### src/rtl/pipeline_hazard_ctrl.sv
// Load-use / flush / freeze hazard controller for a 5-stage pipe.
// Decodes each cycle into NORMAL, STALL, FLUSH or FREEZE and counts each event type.
module pipeline_hazard_ctrl #(
    parameter int LOAD_LAT = 1
) (
    input  logic        clk,
    input  logic        reset,
    input  logic        Mem_rd_ex,
    input  logic [4:0]  Rd_ex,
    input  logic [4:0]  Rs1_id,
    input  logic [4:0]  Rs2_id,
    input  logic        Rs1_used,
    input  logic        Rs2_used,
    input  logic        Flush_req,
    input  logic        Mem_busy,
    output logic        PC_wr,
    output logic        IF_ID_wr,
    output logic        ID_EX_wr,
    output logic        IF_ID_flush,
    output logic        ID_EX_flush,
    output logic [15:0] Stall_cnt,
    output logic [15:0] Flush_cnt,
    output logic [15:0] Freeze_cnt
);

    typedef enum logic {RUN, STALL} state_e;

    localparam logic [1:0] LAT_M1 = 2'(LOAD_LAT - 1);

    state_e      state_q, state_d;
    logic [1:0]  cnt_q, cnt_d;
    logic        pend_q, pend_d;
    logic [15:0] stall_cnt_q, flush_cnt_q, freeze_cnt_q;

    logic hazard;
    logic frz_ev, fls_ev, stl_ev;

    assign hazard = Mem_rd_ex && (Rd_ex != 5'd0) &&
                    ((Rs1_used && (Rs1_id == Rd_ex)) || (Rs2_used && (Rs2_id == Rd_ex)));

    // Cycle classification in priority order; nothing fires while reset is held.
    assign frz_ev = reset && Mem_busy;
    assign fls_ev = reset && !Mem_busy && (pend_q || Flush_req);
    assign stl_ev = reset && !Mem_busy && !(pend_q || Flush_req) &&
                    ((state_q == STALL) || hazard);

    always_comb begin
        PC_wr       = 1'b1;
        IF_ID_wr    = 1'b1;
        ID_EX_wr    = 1'b1;
        IF_ID_flush = 1'b0;
        ID_EX_flush = 1'b0;
        if (frz_ev) begin
            PC_wr    = 1'b0;
            IF_ID_wr = 1'b0;
            ID_EX_wr = 1'b0;
        end else if (fls_ev) begin
            IF_ID_flush = 1'b1;
            ID_EX_flush = 1'b1;
        end else if (stl_ev) begin
            PC_wr       = 1'b0;
            IF_ID_wr    = 1'b0;
            ID_EX_flush = 1'b1;
        end
    end

    always_comb begin
        state_d = state_q;
        cnt_d   = cnt_q;
        pend_d  = pend_q;
        if (frz_ev) begin
            pend_d = pend_q || Flush_req;
        end else if (fls_ev) begin
            pend_d  = 1'b0;
            cnt_d   = 2'd0;
            state_d = RUN;
        end else if (stl_ev) begin
            if (state_q == STALL) begin
                cnt_d = cnt_q - 2'd1;
                if (cnt_q == 2'd1) state_d = RUN;
            end else if (LOAD_LAT > 1) begin
                // Detection cycle is the first bubble; the rest come from STALL.
                state_d = STALL;
                cnt_d   = LAT_M1;
            end
        end
    end

    always_ff @(posedge clk or negedge reset) begin
        if (!reset) begin
            state_q      <= RUN;
            cnt_q        <= 2'd0;
            pend_q       <= 1'b0;
            stall_cnt_q  <= 16'd0;
            flush_cnt_q  <= 16'd0;
            freeze_cnt_q <= 16'd0;
        end else begin
            state_q <= state_d;
            cnt_q   <= cnt_d;
            pend_q  <= pend_d;
            if (stl_ev && stall_cnt_q != 16'hFFFF)  stall_cnt_q  <= stall_cnt_q + 16'd1;
            if (fls_ev && flush_cnt_q != 16'hFFFF)  flush_cnt_q  <= flush_cnt_q + 16'd1;
            if (frz_ev && freeze_cnt_q != 16'hFFFF) freeze_cnt_q <= freeze_cnt_q + 16'd1;
        end
    end

    assign Stall_cnt  = stall_cnt_q;
    assign Flush_cnt  = flush_cnt_q;
    assign Freeze_cnt = freeze_cnt_q;

endmodule

### config.mk
export PLATFORM = sky130hd
export DESIGN_NAME = pipeline_hazard_ctrl
export DESIGN_NICKNAME = d
export VERILOG_FILES = /design/src/rtl/pipeline_hazard_ctrl.sv
export SDC_FILE = /design/constraint.sdc
export NUM_CORES = 1
export LEC_CHECK = 0
export ABC_AREA = 0
export BUFFER_PORTS_ARGS = -buffer_cell sky130_fd_sc_hd__buf_2
export CORE_UTILIZATION = 52
export DETAILED_ROUTE_END_ITERATION = 7
export PLACE_DENSITY = 0.87
export SLEW_MARGIN = 20
export SYNTH_ARGS = -nofsm -noshare
export SYNTH_HDL_FRONTEND = slang
export SYNTH_SLANG_ARGS = --single-unit
### constraint.sdc
create_clock -name clk -period 2.3 [get_ports clk]
set_clock_uncertainty 0.15 [all_clocks]
set_input_delay 0.46 -clock clk [delete_from_list [all_inputs] [get_ports clk]]
set_output_delay 0.46 -clock clk [all_outputs]
set_load 0.005 [all_outputs]
==> results.py, run 1 <==
metrics = {
    "placed_design": {
        "hpwl_mm": 4.15,
        "buffer_ports.inserted": 74,
        "place.gp.congestion": 0.845,
        "detailedPlace.worstSlack_ns": -0.0756,
        "post_dp_cell_area_um2": 3150,
    },
    "timing": {
        "total_count_of_hold_check_failures_in_the_final_report": 0,
        "final_period_minus_worst_setup_slack_ns": 2.30,
        "timing.fmax_mhz": 435,
        "drv_slew": 0,
        "post-route-period-util": 0.999,
        "unrepaired_setup_endpoints_after_global_routing": "true",
        "setup_violations": 0,
        "max_slew.worst_pin.slew_ns": 0.539,
        "post-route-worst-setup-slack_ns": 0.00300,
        "max-slew-margin-rel": 0.641,
    },
    "drt": {
        "wl_per_cell_um": 13.7,
        "drc_violation_count_after_routing": 0,
        "firstDrtPassIters": 4,
        "antenna_left": 0,
        "drtIter0Drc": 117,
        "dr_total_vias": 2164,
        "routed_via_density": 5.23,
        "routed_wl_mm": 5.68,
    },
    "grt": {
        "globalRouteOverflowTotal": 0,
        "grt_antenna_before_repair": 0,
        "first_pass_grt_wire_length_mm": 9.22,
        "grt_max_degree": 44,
        "first_global_vias": 2048,
        "grt_use_total": 0.230,
    },
    "floorplanning": {
        "die_height_um": 72.7,
        "floorplan.initialDensity": 0.546,
        "floorplan.die.width_um": 72.7,
        "floorplan.io_pins": 75,
        "dieArea_um2": 5280,
        "std_cell_rows": 25,
        "core_area_um2": 4750,
    },
    "finish": {
        "drive_gt1_frac": 0.337,
        "finish.instance_area_um2": 3310,
        "nets": 372,
        "fillCellCount": 384,
        "layout.cells.most_common": "sky130_fd_sc_hd__buf_2",
        "layout.cells.most_common_list": "sky130_fd_sc_hd__buf_2 (72), sky130_fd_sc_hd__dfrtp_1 (52), sky130_fd_sc_hd__xnor2_1 (30)",
        "ant_diodes": 0,
        "multi_input_comb_area_um2": 1240,
        "area.growth.synth_to_final_pct": 27.4,
        "layout.area.seq_um2": 1300,
    },
    "synthesis": {
        "synth.top_cell.area_share": 0.501,
        "number_of_nets_produced_by_synthesis": 273,
        "yosysTopAreaCell": "sky130_fd_sc_hd__dfrtp_1",
        "most_area_consuming_cells_after_synthesis": "sky130_fd_sc_hd__dfrtp_1 (50%), sky130_fd_sc_hd__xnor2_1 (10%), sky130_fd_sc_hd__xor2_1 (7.4%), sky130_fd_sc_hd__nand2_1 (4.0%), sky130_fd_sc_hd__nand3_1 (2.7%)",
        "synthesis.yosys.warnings": 0,
        "post_synth_num_cell_types": 37,
        "seq_area_frac_synth": 0.501,
        "postSynthRegisterBits": 52,
        "mappedNetlistArea_um2": 2600,
        "post_synth_inst_count": 247,
        "syn-mean-instance-area_um2": 10.5,
    },
    "setup_path": {
        "timing.critical_path.depth": 6,
        "worstPathMaxFanout": 3,
        "worstPathCellList": "buf_8 -> or4_1 -> o21a_1 -> a21oi_2 -> o21a_1 -> buf_2",
        "timing.critical_path.arrival_ns": 1.69,
        "crit_path_start": "Rd_ex[4]",
        "endpoint_kind": "output port",
        "timing.critical_path.mode_cell": "sky130_fd_sc_hd__o21a_1",
        "number_of_buffers_and_inverters_on_the_critical_path": 2,
        "count_of_cells_along_the_worst_register_to_register_path": 7,
        "timing.critical_path.required_ns": 1.69,
        "source_of_the_worst_register_to_register_timing_path": "Stall_cnt[6]",
        "worst_path_max_delay_cell": "sky130_fd_sc_hd__or4_1",
        "worst-setup-path-type": "input port to output port",
        "setup.worst_path.start_class": "input port",
        "critical-path-max-stage-delay_ns": 0.51,
        "cp_top_delay_family": "simple AND/OR/NAND/NOR gates",
    },
    "clock_network": {
        "tritoncts": "done",
        "ctsRootBufferMaster": "sky130_fd_sc_hd__clkbuf_8",
        "cts_htree_levels": 2,
        "clk_path_buf_depth": 2,
        "clock_sink_count": 52,
        "cts_made_buffers": 5,
        "clk_latency_ns": 0.31,
        "cts.reportedPaths.clkPinSlew_ns": 0.09,
    },
    "hold_path": {
        "path_type_of_the_worst_min_delay_path": "input port to async pin",
    },
    "pwr": {
        "p_leak_nw": 1.65,
        "power_per_cell_area_nw_per_um2": 648,
        "vdd_drop_max_mv": 0.575,
    },
    "outcome": {
        "status": "finished, final reports clean",
    },
    "flow_run": {
        "cap_viol_max_count": 0,
    },
}
cells in the mapped netlist, drive strengths merged:
library cell,n
nor4,8
nand2,28
o21a,2
o31ai,1
or3b,1
o22ai,1
nor2,18
inv,11
nor2b,1
or3,2
nor3,12
nand4,10
a31oi,4
a21oi,4
nand3,14
xnor2,30
or4,1
a21boi,1
dfrtp,52
a32o,1
a21o,1
mux2,4
ha,4
o221ai,1
a311o,1
o21ai,1
xor2,22
and4,2
and3,4
and4b,1
buf,3
nand2b,1
report_power, final:
group	switching [mW]	internal (mW)	leakage, nW
Sequential	0.144	1.03	0.677
Combinational	0.203	0.235	0.921
Clock	0.294	0.241	0.0510
Total	0.641	1.50	1.65
path summary, 6_finish.rpt:
| kind | endpoint | slack [ns] |
|---|---|---|
| max | IF_ID_wr | 0.003 |
| min | Stall_cnt[0] | 0.24 |
| max reg2reg | Stall_cnt[11] | 0.17 |
| min reg2reg | Freeze_cnt[14] | 0.34 |
| max in group asynchronous | Freeze_cnt[10] | 1.06 |
| min in group clk | state_q | 0.30 |
kinds of logic (layout without fill, tap and decap cells):
kind of cell,Yosys count,in the layout,share of synthesized area
buffers and inverters,14,114,0.0275
multiplexers,4,4,0.0173
XOR/XNOR,52,52,0.175
AND/OR/NAND/NOR,103,103,0.211
AO/OA/AOI/OAI,18,18,0.0487
adder cells (fa/ha/maj),4,4,0.0193
flip-flops,52,52,0.501
worst reg2reg max path, delay by kind of cell (launching register included):
family	cells	cell delay (ns)
xor gates and xnor gates	1	0.17
buffers and inverters	1	0.20
DFF	1	0.42
and+or+nand+nor	5	1.13
timing repair:
action                                  4_1_cts  5_1_grt
setup buffers                                 3        0
gates resized for setup                       5        3
hold buffers                                  1        0
pin swaps                                     4        2
endpoints found under the hold margin        10        0
endpoints found under the setup margin        2        4
through the flow:
| stage | total power [mW] | hold slack [ns] | instances | util | TNS (ns) |
|---|---|---|---|---|---|
| 2_1_floorplan | 1.38 | 0.0144 | 247 | - | 0 |
| 3_3_place_gp | 1.59 | 0.276 | 402 | 0.662 | -0.0782 |
| 3_5_place_dp | 1.61 | 0.282 | 402 | 0.662 | -0.224 |
| 4_1_cts | 2.16 | 0.256 | 414 | 0.693 | -0.0266 |
| 5_1_grt | 2.26 | 0.295 | 414 | 0.696 | -0.0874 |
| 6_report | 2.14 | 0.239 | 414 | 0.696 | 0 |
area by class of cell:
type | count | area share
Multi-Input combinational cell | 181 | 0.376
Tap cell | 67 | 0.0253
Sequential cell | 52 | 0.393
Inverter | 11 | 0.0125
Timing Repair Buffer | 95 | 0.165
Clock buffer | 6 | 0.0250
Clock inverter | 2 | 0.00302
registers in the layout, indices dropped and copies added, names as in the netlist:
signal,count
Flush_cnt,16
Freeze_cnt,16
Stall_cnt,16
cnt_q,2
pend_q,1
state_q,1
metal layers:
layer,GRT usage,vias to the layer above,share of wire
met1,0.293,1042,0.45
li1,-,1051,-
met3,0.0552,8,0.051
met5,0,-,0
met4,0.0741,0,0.012
met2,0.386,63,0.49
(Power assumes the default switching activity.)
==> run 2: changes to the inputs <==
--- a/config.mk
+++ b/config.mk
@@ -5,9 +5,9 @@
 export SDC_FILE = /design/constraint.sdc
 export NUM_CORES = 1
 export LEC_CHECK = 0
-export ABC_AREA = 0
+export ABC_AREA = 1
 export BUFFER_PORTS_ARGS = -buffer_cell sky130_fd_sc_hd__buf_2
-export CORE_UTILIZATION = 52
+export CORE_UTILIZATION = 54
 export DETAILED_ROUTE_END_ITERATION = 7
 export PLACE_DENSITY = 0.87
 export SLEW_MARGIN = 20
==> results.py, run 2 <==
metrics = {
    "floorplanning": {
        "floorplan.die.width_um": 78.6,
        "floorplan.initialDensity": 0.569,
        "floorplan.io_pins": 75,
        "core_area_um2": 5570,
        "std_cell_rows": 27,
        "dieArea_um2": 6180,
        "die_height_um": 78.6,
    },
    "timing": {
        "timing.fmax_mhz": 480,
        "post-route-period-util": 0.905,
        "max-slew-margin-rel": 0.564,
        "unrepaired_setup_endpoints_after_global_routing": "false",
        "tns_setup_ns": 0,
        "final_period_minus_worst_setup_slack_ns": 2.08,
        "max_slew.worst_pin.slew_ns": 0.654,
        "setup_violations": 0,
        "total_count_of_hold_check_failures_in_the_final_report": 0,
        "post-route-worst-setup-slack_ns": 0.218,
        "drv_slew": 0,
    },
    "setup_path": {
        "setup.worst_path.start_class": "flip-flop",
        "count_of_cells_along_the_worst_register_to_register_path": 9,
        "endpoint_kind": "flip-flop",
        "timing.critical_path.required_ns": 2.40,
        "worst_r2r_endpoint": "Stall_cnt[6]",
        "worst-setup-path-type": "flip-flop to flip-flop",
        "source_of_the_worst_register_to_register_timing_path": "Stall_cnt[0]",
        "worstPathMaxFanout": 17,
        "timing.critical_path.arrival_ns": 2.18,
        "rrSetupSlack_ns": 0.22,
    },
    "drt": {
        "firstDrtPassIters": 4,
        "drtIter0Drc": 131,
        "routed_wl_mm": 6.94,
        "antenna_left": 0,
        "dr_total_vias": 2872,
        "routed_via_density": 5.07,
        "wl_per_cell_um": 12.2,
        "drc_violation_count_after_routing": 0,
    },
    "synthesis": {
        "synth.cells.most_frequent": "sky130_fd_sc_hd__nand2_1 (131), sky130_fd_sc_hd__dfrtp_1 (52), sky130_fd_sc_hd__inv_1 (51)",
        "synth-edff-count": 0,
        "synth.top_cell.area_share": 0.410,
        "post_synth_inst_count": 419,
        "synthMostInstantiatedCell": "sky130_fd_sc_hd__nand2_1",
        "synthesis.yosys.warnings": 0,
        "syn-mean-instance-area_um2": 7.57,
        "yosysTopAreaCell": "sky130_fd_sc_hd__dfrtp_1",
        "seq_area_frac_synth": 0.410,
        "postSynth.topFlopCell": "sky130_fd_sc_hd__dfrtp_1",
        "most_area_consuming_cells_after_synthesis": "sky130_fd_sc_hd__dfrtp_1 (41%), sky130_fd_sc_hd__nand2_1 (16%), sky130_fd_sc_hd__xor2_1 (8.0%), sky130_fd_sc_hd__inv_1 (6.0%), sky130_fd_sc_hd__nor2_1 (4.9%)",
        "mappedNetlistArea_um2": 3170,
        "number_of_nets_produced_by_synthesis": 445,
        "postSynthRegisterBits": 52,
        "synth_async_sr_flop_share": 1.00,
        "post_synth_num_cell_types": 30,
    },
    "finish": {
        "fillCellCount": 503,
        "ant_diodes": 0,
        "layout.cells.most_common": "sky130_fd_sc_hd__nand2_1",
        "area.growth.synth_to_final_pct": 16.3,
        "drive_gt1_frac": 0.206,
        "nets": 521,
        "layout.cells.most_common_list": "sky130_fd_sc_hd__nand2_1 (131), sky130_fd_sc_hd__buf_2 (74), sky130_fd_sc_hd__dfrtp_1 (52)",
    },
    "pwr": {
        "power.combinational.fraction": 0.244,
        "power_per_cell_area_nw_per_um2": 613,
        "internal-power_mw": 1.51,
        "power.net_switching_mw": 0.754,
        "seq_power_share": 0.535,
        "vdd_drop_max_mv": 0.577,
        "total_power_mw": 2.26,
        "p_leak_nw": 2.01,
        "netSwitchingFraction": 0.334,
        "pwr-share-clk": 0.221,
    },
    "clock_network": {
        "cts.reportedPaths.clkPinSlew_ns": 0.09,
        "clk_latency_ns": 0.30,
        "cts_htree_levels": 2,
        "ctsRootBufferMaster": "sky130_fd_sc_hd__clkbuf_8",
        "clk_path_buf_depth": 2,
        "cts.repair_timing.setup_buffer_count": 0,
        "cts.hold.buffers_added": 0,
        "cts_made_buffers": 5,
        "tritoncts": "done",
        "clock_sink_count": 52,
    },
    "hold_path": {
        "path_type_of_the_worst_min_delay_path": "input port to async pin",
    },
    "grt": {
        "first_pass_grt_wire_length_mm": 12.0,
        "grt_antenna_before_repair": 0,
        "grt_max_degree": 54,
        "globalRouteOverflowTotal": 0,
        "grt_use_total": 0.243,
        "first_global_vias": 2818,
    },
    "flow_run": {
        "cap_viol_max_count": 0,
    },
    "placed_design": {
        "place.gp.congestion": 0.915,
        "detailedPlace.worstSlack_ns": 0.188,
        "hpwl_mm": 5.27,
        "buffer_ports.inserted": 74,
    },
    "outcome": {
        "status": "finished, final reports clean",
    },
}
[run 2: changes by cell type after synthesis, sizes merged, moves of 10 or more]
cell	change
nand2	+107
inv	+40
nor2	+28
xnor2	-18
nand3	+13
o21ai	+10
[run 2: cells by family after synthesis]
family	after synthesis	synth area share
adders and majority gates	4	0.0158
xor gates and xnor gates	41	0.113
and+or+nand+nor	248	0.355
AOI/OAI and AO/OA	14	0.0256
buffers and inverters	60	0.0797
DFF	52	0.410
[run 2: worst max path at each step]
stage                             from       endpoint  cells past startpoint
final                     Stall_cnt[0]   Stall_cnt[6]                      9
after global routing      Stall_cnt[0]   Stall_cnt[5]                      9
after CTS                       pend_q    ID_EX_flush                      5
after detailed placement     Flush_req  Stall_cnt[14]                      8
after global placement        Rd_ex[3]       IF_ID_wr                      9
after floorplan              Flush_req          PC_wr                      7
[run 2: timing repair]
| action | in CTS | in global routing |
|---|---|---|
| hold endpoints to repair | 0 | 0 |
| setup endpoints to repair | 0 | 3 |
| resized for setup | 0 | 2 |
[run 2: routing by layer]
metal  share of wire  track usage  up-vias
met1            0.44        0.284     1338
met4           0.011       0.0759        0
met2            0.52        0.447       55
met3           0.034       0.0430       10
met5               0            0        -
li1                -            -     1469
[run 2: per-stage QoR]
step	std cells	cell area [µm²]	utilization	hold WS (ns)
6_report	567	3690	0.662	0.167
3_3_place_gp	560	3600	0.646	0.333
5_1_grt	567	3690	0.662	0.234
3_5_place_dp	560	3600	0.646	0.333
2_1_floorplan	419	3170	-	0.0144
4_1_cts	567	3680	0.661	0.190
[run 2: layout make-up]
class / instances / area (µm²) / share of cell area
Multi-Input combinational cell: 307 / 1620 / 0.440
Sequential cell: 52 / 1300 / 0.353
Timing Repair Buffer: 78 / 400 / 0.109
Inverter: 51 / 191 / 0.0519
Tap cell: 72 / 90.1 / 0.0244
Clock buffer: 5 / 68.8 / 0.0187
Clock inverter: 2 / 12.5 / 0.00339
[run 2: power by group through the flow]
stage	Sequential, mW	Clock [mW]	Combinational, mW
5_1_grt	1.23	0.551	0.625
3_3_place_gp	1.22	0	0.533
2_1_floorplan	1.22	0	0.309
4_1_cts	1.21	0.526	0.558
3_5_place_dp	1.23	0	0.554
6_report	1.21	0.500	0.553
[run 2: worst max-delay path: stages (launching register included)]
cell	delay, ns
sky130_fd_sc_hd__dfrtp_1	0.47
sky130_fd_sc_hd__ha_1	0.27
sky130_fd_sc_hd__nand3_2	0.16
sky130_fd_sc_hd__nor2_4	0.17
sky130_fd_sc_hd__nand2_2	0.08
sky130_fd_sc_hd__nor2_4	0.10
sky130_fd_sc_hd__nand3b_4	0.21
sky130_fd_sc_hd__nand3_4	0.26
sky130_fd_sc_hd__nand2_1	0.08
sky130_fd_sc_hd__nand2_1	0.07
==> run 3: changes to the inputs <==
--- a/config.mk
+++ b/config.mk
@@ -7,9 +7,9 @@
 export LEC_CHECK = 0
 export ABC_AREA = 1
 export BUFFER_PORTS_ARGS = -buffer_cell sky130_fd_sc_hd__buf_2
-export CORE_UTILIZATION = 54
+export CORE_UTILIZATION = 49
 export DETAILED_ROUTE_END_ITERATION = 7
-export PLACE_DENSITY = 0.87
+export PLACE_DENSITY = 0.84
 export SLEW_MARGIN = 20
 export SYNTH_ARGS = -nofsm -noshare
 export SYNTH_HDL_FRONTEND = slang
==> constraint.sdc (replaced) <==
create_clock -name clk -period 1.65 [get_ports clk]
set_clock_uncertainty 0.15 [all_clocks]
set_input_delay 0.495 -clock clk [delete_from_list [all_inputs] [get_ports clk]]
set_output_delay 0.495 -clock clk [all_outputs]
set_load 0.005 [all_outputs]
==> results.py, run 3 (synthesis gave the netlist of run 2 again) <==
metrics = {
    "pwr": {
        "pwr-share-clk": 0.253,
        "total_power_mw": 4.86,
        "power.net_switching_mw": 1.58,
        "internal-power_mw": 3.28,
        "vdd_drop_max_mv": 1.06,
        "power.combinational.fraction": 0.396,
        "seq_power_share": 0.351,
        "netSwitchingFraction": 0.326,
        "power_per_cell_area_nw_per_um2": 953,
        "p_leak_nw": 2.66,
    },
    "drt": {
        "dr_total_vias": 3484,
        "wl_per_cell_um": 15.5,
        "drc_violation_count_after_routing": 0,
        "drtIter0Drc": 183,
        "routed_via_density": 5.29,
        "routed_wl_mm": 10.2,
        "antenna_left": 0,
        "firstDrtPassIters": 4,
    },
    "clock_network": {
        "clock_sink_count": 52,
        "cts_htree_levels": 2,
        "cts_made_buffers": 5,
        "tritoncts": "done",
        "cts.reportedPaths.clkPinSlew_ns": 0.12,
        "clk_latency_ns": 0.32,
        "ctsRootBufferMaster": "sky130_fd_sc_hd__clkbuf_8",
        "clk_path_buf_depth": 2,
    },
    "setup_path": {
        "critical-path-max-stage-delay_ns": 0.16,
        "endpoint_kind": "output port",
        "worstPathCellList": "buf_8 -> inv_4 -> nand4_1 -> o21ai_1 -> inv_1 -> nand2_2 -> nand2_4 -> a21oi_4 -> buf_2",
        "count_of_cells_along_the_worst_register_to_register_path": 8,
        "rrSetupSlack_ns": -0.11,
        "timing.critical_path.required_ns": 1.00,
        "cp_top_delay_family": "buffers and inverters",
        "timing.critical_path.arrival_ns": 1.45,
        "source_of_the_worst_register_to_register_timing_path": "Flush_cnt[4]",
        "worst_path_max_delay_cell": "sky130_fd_sc_hd__o21ai_1",
        "setup.worst_path.start_class": "input port",
        "worst-setup-path-type": "input port to output port",
        "worstPathMaxFanout": 4,
        "number_of_buffers_and_inverters_on_the_critical_path": 4,
        "worst_r2r_endpoint": "Flush_cnt[4]",
    },
    "floorplanning": {
        "core_area_um2": 6100,
        "floorplan.die.width_um": 82.5,
        "dieArea_um2": 6800,
        "die_height_um": 82.5,
        "floorplan.io_pins": 75,
        "std_cell_rows": 28,
        "floorplan.initialDensity": 0.520,
    },
    "finish": {
        "layout.area.seq_um2": 1310,
        "layout.cells.most_common": "sky130_fd_sc_hd__nand2_1",
        "multi_input_comb_area_um2": 2010,
        "layout.cells.most_common_list": "sky130_fd_sc_hd__nand2_1 (119), sky130_fd_sc_hd__buf_6 (55), sky130_fd_sc_hd__buf_2 (53), sky130_fd_sc_hd__buf_4 (53), sky130_fd_sc_hd__dfrtp_1 (47)",
        "fillCellCount": 329,
        "drive_gt1_frac": 0.432,
        "final_core_utilization": 0.837,
        "finish.instance_area_um2": 5100,
        "nets": 608,
        "final-instance-count-excl-fill": 658,
        "ant_diodes": 0,
        "area.growth.synth_to_final_pct": 60.9,
    },
    "placed_design": {
        "place.gp.congestion": 0.951,
        "post_dp_cell_area_um2": 4180,
        "detailedPlace.worstSlack_ns": -0.464,
        "buffer_ports.inserted": 74,
        "hpwl_mm": 5.82,
        "inst_count_dp": 628,
    },
    "timing": {
        "post-route-period-util": 1.27,
        "unrepaired_setup_endpoints_after_global_routing": "true",
        "post-route-worst-setup-slack_ns": -0.448,
        "drv_slew": 0,
        "final_period_minus_worst_setup_slack_ns": 2.10,
        "setup_violations": 50,
        "max-slew-margin-rel": 0.533,
        "total_count_of_hold_check_failures_in_the_final_report": 0,
        "timing.fmax_mhz": 477,
        "max_slew.worst_pin.slew_ns": 0.701,
    },
    "flow_run": {
        "cap_viol_max_count": 0,
    },
    "grt": {
        "grt_use_total": 0.258,
        "first_pass_grt_wire_length_mm": 13.4,
        "grt_antenna_before_repair": 0,
        "first_global_vias": 3152,
        "grt_max_degree": 54,
        "globalRouteOverflowTotal": 0,
    },
    "outcome": {
        "violations_in_the_final_reports": "negative setup slack",
        "status": "finished with violations",
    },
    "hold_path": {
        "path_type_of_the_worst_min_delay_path": "input port to async pin",
    },
}
-- run 3: cell types whose count changed in the layout (fill, tap and decap cells not counted), sizes merged --
cell / previous run / this run
buf: 78 / 164
bufinv: 0 / 3
clkinv: 1 / 0
clkinvlp: 1 / 0
nand3: 27 / 28
-- run 3: repair_timing --
item | CTS | global route
pin swaps | 40 | 31
cloned | 1 | 0
setup endpoints to repair | 46 | 70
setup buffers | 8 | 16
hold buffers | 0 | 0
hold endpoints to repair | 0 | 0
gates resized for setup | 53 | 98
-- run 3: worst max-delay path by stage --
stage                         from          end  slack, ns  cells after the start
final                     Rd_ex[2]     IF_ID_wr      -0.45                      9
after global routing      Rd_ex[2]     IF_ID_wr      -0.51                      9
after CTS                 Rd_ex[0]     IF_ID_wr      -0.38                      9
after detailed placement  Rd_ex[3]  ID_EX_flush      -0.46                     10
after global placement    Rd_ex[3]  ID_EX_flush      -0.42                     10
after floorplan           Mem_busy        PC_wr      -0.41                      7
-- run 3: cell type report --
class                           instances  share of cell area
Clock buffer                            5              0.0135
Clock inverter                          3              0.0176
Inverter                               51              0.0404
Multi-Input combinational cell        308               0.394
Sequential cell                        52               0.256
Tap cell                               75              0.0184
Timing Repair Buffer                  164               0.260
-- run 3: metrics by stage --
| stage | TNS, ns | hold slack (ns) |
|---|---|---|
| floorplan | -1.02 | 0.0494 |
| detailed placement | -16.13 | 0.335 |
| CTS | -1.70 | 0.308 |
| global route | -6.87 | 0.347 |
| finish | -3.28 | 0.293 |
| global placement | -14.06 | 0.329 |
-- run 3: metal layers --
layer / vias to the layer above / part of all wire / GRT usage
met2: 129 / 0.55 / 0.470
met1: 1680 / 0.39 / 0.302
li1: 1641 / - / -
met3: 34 / 0.039 / 0.0473
met4: 0 / 0.023 / 0.0877
met5: - / 0 / 0
-- run 3: power by group through the flow --
stage | clock network [mW] | registers (mW) | logic (mW)
after floorplan | 0 | 1.71 | 0.473
final | 1.23 | 1.71 | 1.92
after detailed placement | 0 | 1.63 | 1.18
after global placement | 0 | 1.63 | 1.14
after CTS | 1.22 | 1.64 | 1.35
after global routing | 1.29 | 1.72 | 2.03
-- run 3: worst register-to-register path: cells and delay by family, from the launching register on --
| family | cells | cell delay, ns |
|---|---|---|
| flip-flops | 1 | 0.42 |
| AND/OR/NAND/NOR | 7 | 0.90 |
| XOR/XNOR | 1 | 0.21 |
